--- config.mk ---
export PLATFORM = sky130hd
export DESIGN_NAME = multicycle_ctrl_fsm
export DESIGN_NICKNAME = d
export VERILOG_FILES = /design/src/rtl/multicycle_ctrl_fsm.sv
export SDC_FILE = /design/constraint.sdc
export NUM_CORES = 1
export LEC_CHECK = 0
export BUFFER_PORTS_ARGS = -buffer_cell sky130_fd_sc_hd__clkbuf_2
export CORE_UTILIZATION = 35
export CTS_BUF_LIST = sky130_fd_sc_hd__clkbuf_8 sky130_fd_sc_hd__clkbuf_16
export CTS_CLUSTER_DIAMETER = 120
export DETAILED_ROUTE_END_ITERATION = 16
export GPL_ROUTABILITY_DRIVEN = 1
export PLACE_DENSITY = 0.62
export SLEW_MARGIN = 20
export SYNTH_ARGS = -nofsm -noshare
export SYNTH_HDL_FRONTEND = slang
export SYNTH_SLANG_ARGS = --single-unit
export TNS_END_PERCENT = 20
--- constraint.sdc ---
create_clock -name CU_clk -period 1.8 [get_ports CU_clk]
set_input_delay 0.18 -clock CU_clk [delete_from_list [all_inputs] [get_ports CU_clk]]
set_output_delay 0.18 -clock CU_clk [all_outputs]
set_load 0.05 [all_outputs]
--- src/rtl/multicycle_ctrl_fsm.sv ---
// Multicycle IF/ID/EXE/MEM/WB control unit driving ALUctr and datapath enables.
// Optional build macro OVF_TRAP_EN: signed add/sub overflow in WB enters a sticky TRAP state.
module multicycle_ctrl_fsm #(
    parameter int           MEM_LAT  = 1,
    parameter logic [5:0]   OP_RTYPE = 6'h00,
    parameter logic [5:0]   OP_ORI   = 6'h0d,
    parameter logic [5:0]   OP_LW    = 6'h23,
    parameter logic [5:0]   OP_SW    = 6'h2b,
    parameter logic [5:0]   OP_BEQ   = 6'h04,
    parameter logic [5:0]   OP_J     = 6'h02
) (
    input  logic        CU_clk,
    input  logic        CU_rst,
    input  logic [5:0]  op,
    input  logic [5:0]  funct,
    input  logic        zero,
    input  logic        overflow,
    output logic [2:0]  ALUctr,
    output logic        ALUSrcB,
    output logic        ExtOp,
    output logic        PCWr,
    output logic        PCWrCond,
    output logic [1:0]  PCSrc,
    output logic        IRWr,
    output logic        MemRd,
    output logic        MemWr,
    output logic        RegWr,
    output logic        RegDst,
    output logic        MemtoReg,
    output logic        illegal,
    output logic [3:0]  state
);

    localparam logic [3:0] ST_IF   = 4'd0;
    localparam logic [3:0] ST_ID   = 4'd1;
    localparam logic [3:0] ST_EXE  = 4'd2;
    localparam logic [3:0] ST_BR   = 4'd3;
    localparam logic [3:0] ST_WB   = 4'd4;
    localparam logic [3:0] ST_MEM  = 4'd5;
    localparam logic [3:0] ST_LWB  = 4'd6;
    localparam logic [3:0] ST_TRAP = 4'd7;
    localparam logic [3:0] LAST_CNT = 4'(MEM_LAT - 1);

    // Returns {supported, ALUctr} for an R-type funct field.
    function automatic logic [3:0] rtype_decode(input logic [5:0] f);
        case (f)
            6'h21:   rtype_decode = 4'b1_000;
            6'h20:   rtype_decode = 4'b1_001;
            6'h25:   rtype_decode = 4'b1_010;
            6'h23:   rtype_decode = 4'b1_100;
            6'h22:   rtype_decode = 4'b1_101;
            6'h2b:   rtype_decode = 4'b1_110;
            6'h2a:   rtype_decode = 4'b1_111;
            default: rtype_decode = 4'b0_000;
        endcase
    endfunction

    logic [3:0] state_r, state_next_s;
    logic [3:0] cnt_r, cnt_next_s;
    logic       cnt_last_s;
    logic       is_r_s, is_ori_s, is_lw_s, is_sw_s, is_beq_s, is_j_s, legal_s;
    logic [3:0] rdec_s;
    logic [2:0] alu_sel_s;
    logic       unused_s;

    assign is_r_s     = (op == OP_RTYPE);
    assign is_ori_s   = (op == OP_ORI);
    assign is_lw_s    = (op == OP_LW);
    assign is_sw_s    = (op == OP_SW);
    assign is_beq_s   = (op == OP_BEQ);
    assign is_j_s     = (op == OP_J);
    assign rdec_s     = rtype_decode(funct);
    assign legal_s    = (is_r_s & rdec_s[3]) | is_ori_s | is_lw_s | is_sw_s | is_beq_s;
    assign cnt_last_s = (cnt_r == LAST_CNT);
    // zero qualifies PCWrCond inside the datapath, not here.
    assign unused_s   = zero ^ overflow;

`ifdef OVF_TRAP_EN
    logic ovf_trap_s;
    assign ovf_trap_s = is_r_s & ((funct == 6'h20) | (funct == 6'h22)) & overflow;
`endif

    // ALU operation selected by the held IR fields.
    always_comb begin
        alu_sel_s = 3'b000;
        if (is_r_s) begin
            alu_sel_s = rdec_s[2:0];
        end else if (is_ori_s) begin
            alu_sel_s = 3'b010;
        end else if (is_beq_s) begin
            alu_sel_s = 3'b101;
        end else begin
            alu_sel_s = 3'b000;
        end
    end

    // State and wait-counter register.
    always_ff @(posedge CU_clk) begin
        if (CU_rst) begin
            state_r <= ST_IF;
            cnt_r   <= 4'd0;
        end else begin
            state_r <= state_next_s;
            cnt_r   <= cnt_next_s;
        end
    end

    // Next-state and counter logic; the counter only runs while IF/MEM wait on memory.
    always_comb begin
        state_next_s = ST_IF;
        cnt_next_s   = 4'd0;
        case (state_r)
`ifdef OVF_TRAP_EN
            ST_IF: begin
`else
            ST_IF, ST_TRAP: begin
`endif
                if (cnt_last_s) begin
                    state_next_s = ST_ID;
                end else begin
                    state_next_s = ST_IF;
                    cnt_next_s   = cnt_r + 4'd1;
                end
            end
            ST_ID: begin
                if (is_j_s) begin
                    state_next_s = ST_IF;
                end else if (legal_s) begin
                    state_next_s = ST_EXE;
                end else begin
                    state_next_s = ST_IF;
                end
            end
            ST_EXE: begin
                if (is_beq_s) begin
                    state_next_s = ST_BR;
                end else if (is_lw_s | is_sw_s) begin
                    state_next_s = ST_MEM;
                end else begin
                    state_next_s = ST_WB;
                end
            end
            ST_WB: begin
`ifdef OVF_TRAP_EN
                if (ovf_trap_s) begin
                    state_next_s = ST_TRAP;
                end else begin
                    state_next_s = ST_IF;
                end
`else
                state_next_s = ST_IF;
`endif
            end
            ST_MEM: begin
                if (!cnt_last_s) begin
                    state_next_s = ST_MEM;
                    cnt_next_s   = cnt_r + 4'd1;
                end else if (is_lw_s) begin
                    state_next_s = ST_LWB;
                end else begin
                    state_next_s = ST_IF;
                end
            end
`ifdef OVF_TRAP_EN
            ST_TRAP: state_next_s = ST_TRAP;
`endif
            default: state_next_s = ST_IF;
        endcase
    end

    // Moore output decode; everything is forced low while reset is asserted.
    always_comb begin
        ALUctr   = 3'b000;
        ALUSrcB  = 1'b0;
        ExtOp    = 1'b0;
        PCWr     = 1'b0;
        PCWrCond = 1'b0;
        PCSrc    = 2'b00;
        IRWr     = 1'b0;
        MemRd    = 1'b0;
        MemWr    = 1'b0;
        RegWr    = 1'b0;
        RegDst   = 1'b0;
        MemtoReg = 1'b0;
        illegal  = 1'b0;
        state    = 4'd0;
        if (CU_rst) begin
            state = 4'd0;
        end else begin
            state = state_r;
            case (state_r)
`ifdef OVF_TRAP_EN
                ST_IF: begin
`else
                ST_IF, ST_TRAP: begin
`endif
                    MemRd = 1'b1;
                    IRWr  = cnt_last_s;
                    PCWr  = cnt_last_s;
                end
                ST_ID: begin
                    PCWr    = is_j_s;
                    PCSrc   = is_j_s ? 2'b10 : 2'b00;
                    illegal = ~is_j_s & ~legal_s;
                end
                ST_EXE: begin
                    ALUctr  = alu_sel_s;
                    ALUSrcB = is_ori_s | is_lw_s | is_sw_s;
                    ExtOp   = is_lw_s | is_sw_s;
                end
                ST_BR: begin
                    ALUctr   = alu_sel_s;
                    PCWrCond = 1'b1;
                    PCSrc    = 2'b01;
                end
                ST_WB: begin
                    ALUctr = alu_sel_s;
                    RegDst = is_r_s;
`ifdef OVF_TRAP_EN
                    RegWr  = ~ovf_trap_s;
`else
                    RegWr  = 1'b1;
`endif
                end
                ST_MEM: begin
                    ALUctr = alu_sel_s;
                    MemRd  = is_lw_s;
                    MemWr  = is_sw_s;
                end
                ST_LWB: begin
                    ALUctr   = alu_sel_s;
                    RegWr    = 1'b1;
                    MemtoReg = 1'b1;
                end
                default: ALUctr = 3'b000;
            endcase
        end
    end

endmodule

* Yosys cells after proc, flatten, opt, wreduce, memory -nomap -nowiden
Cells that the tools add are included.
** Storage, ports and cells
- Register bits :: 8
- Input port bits :: 16
** Operators by class
- Add/sub/neg operators :: 1
- Equality and inequality tests :: 19
- Multiplexer cells :: 40
- Bitwise logic cells :: 12
- Reductions and logical operators :: 8
** Operators by type and width (count)
- $eq 6x6->1 const B :: 9
- $pmux 4 s7 :: 1
- $mux 3 :: 8
- $mux 1 :: 22
- $eq 4x3->1 const B :: 4
- $pmux 4 s4 :: 1
- $eq 4x2->1 const B :: 2
- $logic_not 4->1 :: 2
- $mux 2 :: 4
- $or 1x1->1 :: 7
- $eq 6x2->1 const B :: 1
- $eq 6x3->1 const B :: 1
- $eq 6x4->1 const B :: 1
- $logic_not 6->1 :: 1
- $reduce_or 3->1 :: 2
- $reduce_or 5->1 :: 1
- $add 4x1->4 const B :: 1
- $eq 4x1->1 const B :: 1
- $mux 4 :: 1
- $pmux 1 s2 :: 2
- $pmux 2 s2 :: 1
- $reduce_or 2->1 :: 2
- $not 1->1 :: 3
- $and 1x1->1 :: 2

* Longest topological paths before layout
- Word-level depth :: 11
- Mapped depth :: 7
- Gate-level depth less buffers :: 7

* Worst setup path before layout
No wires, ideal clock.
- Kind :: reg-to-output
- From :: register state_r[2]
- To :: output RegDst
- Arrival :: 2.896 ns
- Slack :: -1.276 ns
- Cell stages (with the launch flop) :: 4
- Cells stage by stage :: dfxtp_1 > nand2b_1 > nor2_1 > nor4b_1
** On the way
- Longest elaborated chain between the ends :: 3
** RTL lines
- start: declaration :: line 58 : logic [3:0] state_r, state_next_s;
- start signal: assignment :: line 103 : state_r <= state_next_s;
- $eq 4x3->1 :: line 191 : case (state_r)
- $mux 1 :: line 191
- $mux 1 :: line 187 : if (CU_rst) begin
- end: declaration :: line 28 : output logic RegDst,
No other way between the ends.

* Final worst setup path
- From :: register state_r[1]
- To :: output ALUctr[1]
** On the way
- Longest elaborated chain between the ends :: 4
- Elaborated cells on any way between the ends :: 8
** RTL lines
- $eq 4x3->1 or $eq 4x2->1 (tied branches) :: line 191
- $reduce_or 5->1 (no source line) *
- $mux 3 * :: line 191
- $mux 3 * :: line 187
- end: declaration :: line 18 : output logic [2:0] ALUctr,
Mark *: on every way between the ends. The rest lies on a longest branch, timed or not.

==> results.sh <==
export IMPL_run_status="complete, no violations"
export IMPL_synth_area_um2=721.9
export IMPL_power_frac_clock_pct=42.9
export IMPL_finalMaxSlewViolations=0
export IMPL_fmax_mhz=576.1
export IMPL_nets=159
export IMPL_place_port_buffers=32
export IMPL_area_growth_pct=41.42
export IMPL_worstHoldPathType="in2reg"
export IMPL_largest_net_degree_at_the_start_of_global_routing=14
export IMPL_cts_hold_fix_buffers=0
export IMPL_worst_endpoint_arrival_ns=1.56
export IMPL_dieHeight_um=47.42
export IMPL_routability_congestion_estimate=0.8268
export IMPL_cts_max_path_buffers=2
export IMPL_die_area_um2=2248
export IMPL_cts_buffers_inserted=3
export IMPL_syn_area_per_cell_um2=6.811
export IMPL_yosysTopAreaCell="dfxtp_1"
export IMPL_start_util_pct=37.18
export IMPL_cts_max_level=1
export IMPL_globalRouteTotalUtil_pct=17.51
export IMPL_wl_per_cell_um=11.44
export IMPL_switching_share_pct=30.94
export IMPL_drive_gt1_share_pct=35.71
export IMPL_vdd_drop_max_v=0.0003189
export IMPL_mappedNetlistNets=124
export IMPL_antenna_found_initial=0
export IMPL_seq_power_share_pct=31.6
export IMPL_biggest_area_contributors_in_the_synthesized_netlist="dfxtp_1 19%, nor2_1 11%, nand2b_1 6.1%, nor3_1 4.2%, ha_1 3.5%"
export IMPL_post_layout_nonfiller_instances=167
export IMPL_critical_path_class="reg2out"
export IMPL_power_density_nw_per_um2=499.5
export IMPL_synth_seq_cells=7
export IMPL_first_global_vias=663
export IMPL_synth_top_area_share_pct=19.41
export IMPL_share_comb_of_total_power_pct=25.6
export IMPL_post_synth_num_cell_types=41
export IMPL_seq_area_frac_synth_pct=19.41
export IMPL_p_leak_uw=0.0004369
export IMPL_final_core_utilization_pct=52.58
export IMPL_setup_violations_final=0
export IMPL_p_int_uw=352.2
export IMPL_final_antenna_net_count=0
export IMPL_drtPass1Iterations=4
export IMPL_end_kind="primary output"
export IMPL_path_max_fanout=8
export IMPL_timing_critical_path_from_type="register"
export IMPL_antenna_cells_inserted=0
export IMPL_synth_enable_flop_cells=0
export IMPL_coreArea_um2=1942
export IMPL_finalWirelength_um=1910
export IMPL_timing_max_cap_violations=0
export IMPL_worst_ep_required_time_ns=1.62
export IMPL_final_setup_skew_ns=0.002811
export IMPL_vias_after_detailed_routing=848
export IMPL_most_used_dff_post_synth="dfxtp_1"
export IMPL_clockRootBuffer="clkbuf_8"
export IMPL_cts_reportedPaths_clkPinSlew_ns=0.04
export IMPL_place_inst=163
export IMPL_synthesis_instances=106
export IMPL_worst_skew_pair_late_latency_ns=0.23
export IMPL_route_detailed_drc=0
export IMPL_buffers_inserted_during_post_cts_setup_optimization=0
export IMPL_ios=36
export IMPL_timing_hold_violations_final=0
export IMPL_grt_overflow_total=0
export IMPL_first_pass_grt_wire_length_um=2739
export IMPL_die_w_um=47.42
export IMPL_initialDrtViolationCount=15
export IMPL_cts_tree="built"
export IMPL_cts_sink_count=7
export IMPL_power_switching_uw=157.8
export IMPL_fin_crit_ns=1.736
export IMPL_rows=16
export IMPL_routed_via_density=5.078
export IMPL_dp_final_hpwl_um=1507
export IMPL_ys_warnings_count=0
export IMPL_ys_async_sr_fraction_pct=0
export IMPL_finalCritPeriodShare_pct=96.43
-- layer usage --
metal	up-vias	share of wire, %	global-route usage, %
met5	-	0	0
li1	442	-	-
met1	378	48	23.41
met3	4	4.3	2.264
met4	0	2.4	10.29
met2	24	45	26.85
-- synth_stat cells, types with 2 or more instances --
| master | count |
|---|---|
| nor2_1 | 22 |
| dfxtp_1 | 7 |
| nand2b_1 | 7 |
| inv_1 | 6 |
| nand2_1 | 6 |
| nor3_1 | 6 |
| nor2b_1 | 4 |
| a21oi_1 | 3 |
| a31oi_1 | 3 |
| buf_2 | 2 |
| ha_1 | 2 |
| nand3_1 | 2 |
| nand3b_1 | 2 |
| nand4b_1 | 2 |
| nor4b_1 | 2 |
| o21a_1 | 2 |
| o21ai_0 | 2 |
| or2_2 | 2 |
| xnor2_1 | 2 |
-- sequential cells by signal (all words and copies together) (netlist names) --
| register | count |
|---|---|
| state_r | 3 |
| cnt_r | 4 |
-- stage by stage --
| step | hold WS [ns] | setup WS (ns) | setup TNS (ns) | power [uW] | instance area, um2 |
|---|---|---|---|---|---|
| 5_1_grt | 0.3517 | -0.01301 | -0.03164 | 526.9 | 1021 |
| 6_report | 0.3127 | 0.06422 | 0 | 510.0 | 1021 |
| 4_1_cts | 0.3148 | 0.001105 | 0 | 505.5 | 1012 |
| 2_1_floorplan | 0.4271 | -0.4567 | -2.025 | 249.5 | 760.7 |
| 3_3_place_gp | 0.4471 | 0.1685 | 0 | 281.4 | 944.7 |
| 3_5_place_dp | 0.4633 | 0.1624 | 0 | 283.7 | 944.7 |
-- what timing repair did --
action / 4_1_cts / 5_1_grt
resized for setup: 5 / 7
setup endpoints to repair: 2 / 6
endpoints found under the hold margin: 0 / 0
-- cells by family after synthesis --
group / synth area share (%)
AOI/OAI and AO/OA: 17.85
xor gates and xnor gates: 3.640
adders and majority gates: 3.466
buffers and inverters: 7.625
DFF: 19.41
other: 0.5194
and+or+nand+nor: 47.49
-- area by class of cell --
type,count,area [um2]
clock buffers,3,41.29
clock inverters,1,3.754
fillers,191,920.9
inverters,6,22.52
multi-input cells,88,575.6
flip-flops and latches,7,142.6
well taps,27,33.78
repair buffers,35,201.4
-- worst max-delay path, stage by stage (launching register included) --
cell,delay [ns]
dfxtp_1,0.35
buf_4,0.19
nand3_1,0.10
nand2_1,0.12
nor4b_4,0.26
clkbuf_2,0.31
-- layout by cell type, fill, tap and decap left out, types with 2 or more instances in the layout --
cell	n
clkbuf_2	28
nor2_1	21
inv_1	7
nand2b_1	7
nand2_1	6
nor3_1	5
dfxtp_1	5
clkbuf_8	4
nor2b_1	3
a31oi_1	3
a21oi_1	3
buf_4	3
nand3_1	2
nand3b_1	2
o21a_1	2
o21ai_0	2
nor4b_4	2
nand4b_1	2
xnor2_1	2
ha_1	2
dfxtp_2	2
buf_2	2
-- final timing paths --
path | start | to | slack, ns | cells past startpoint
hold / removal | CU_rst | state_r[2] | 0.31 | 2
setup reg to reg | cnt_r[0] | state_r[0] | 0.42 | 8
hold reg to reg | cnt_r[0] | cnt_r[0] | 0.44 | 1
setup / recovery | state_r[1] | ALUctr[1] | 0.06 | 5
-- power by group through the flow --
stage | combinational (uW) | sequential, uW | clock, uW
finish | 130 | 161 | 219
global route | 141 | 161 | 225
CTS | 127 | 161 | 218
detailed placement | 120 | 163 | 0
global placement | 118 | 164 | 0
floorplan | 88.1 | 161 | 0
Note: power is estimated with default switching activity, not from simulation.
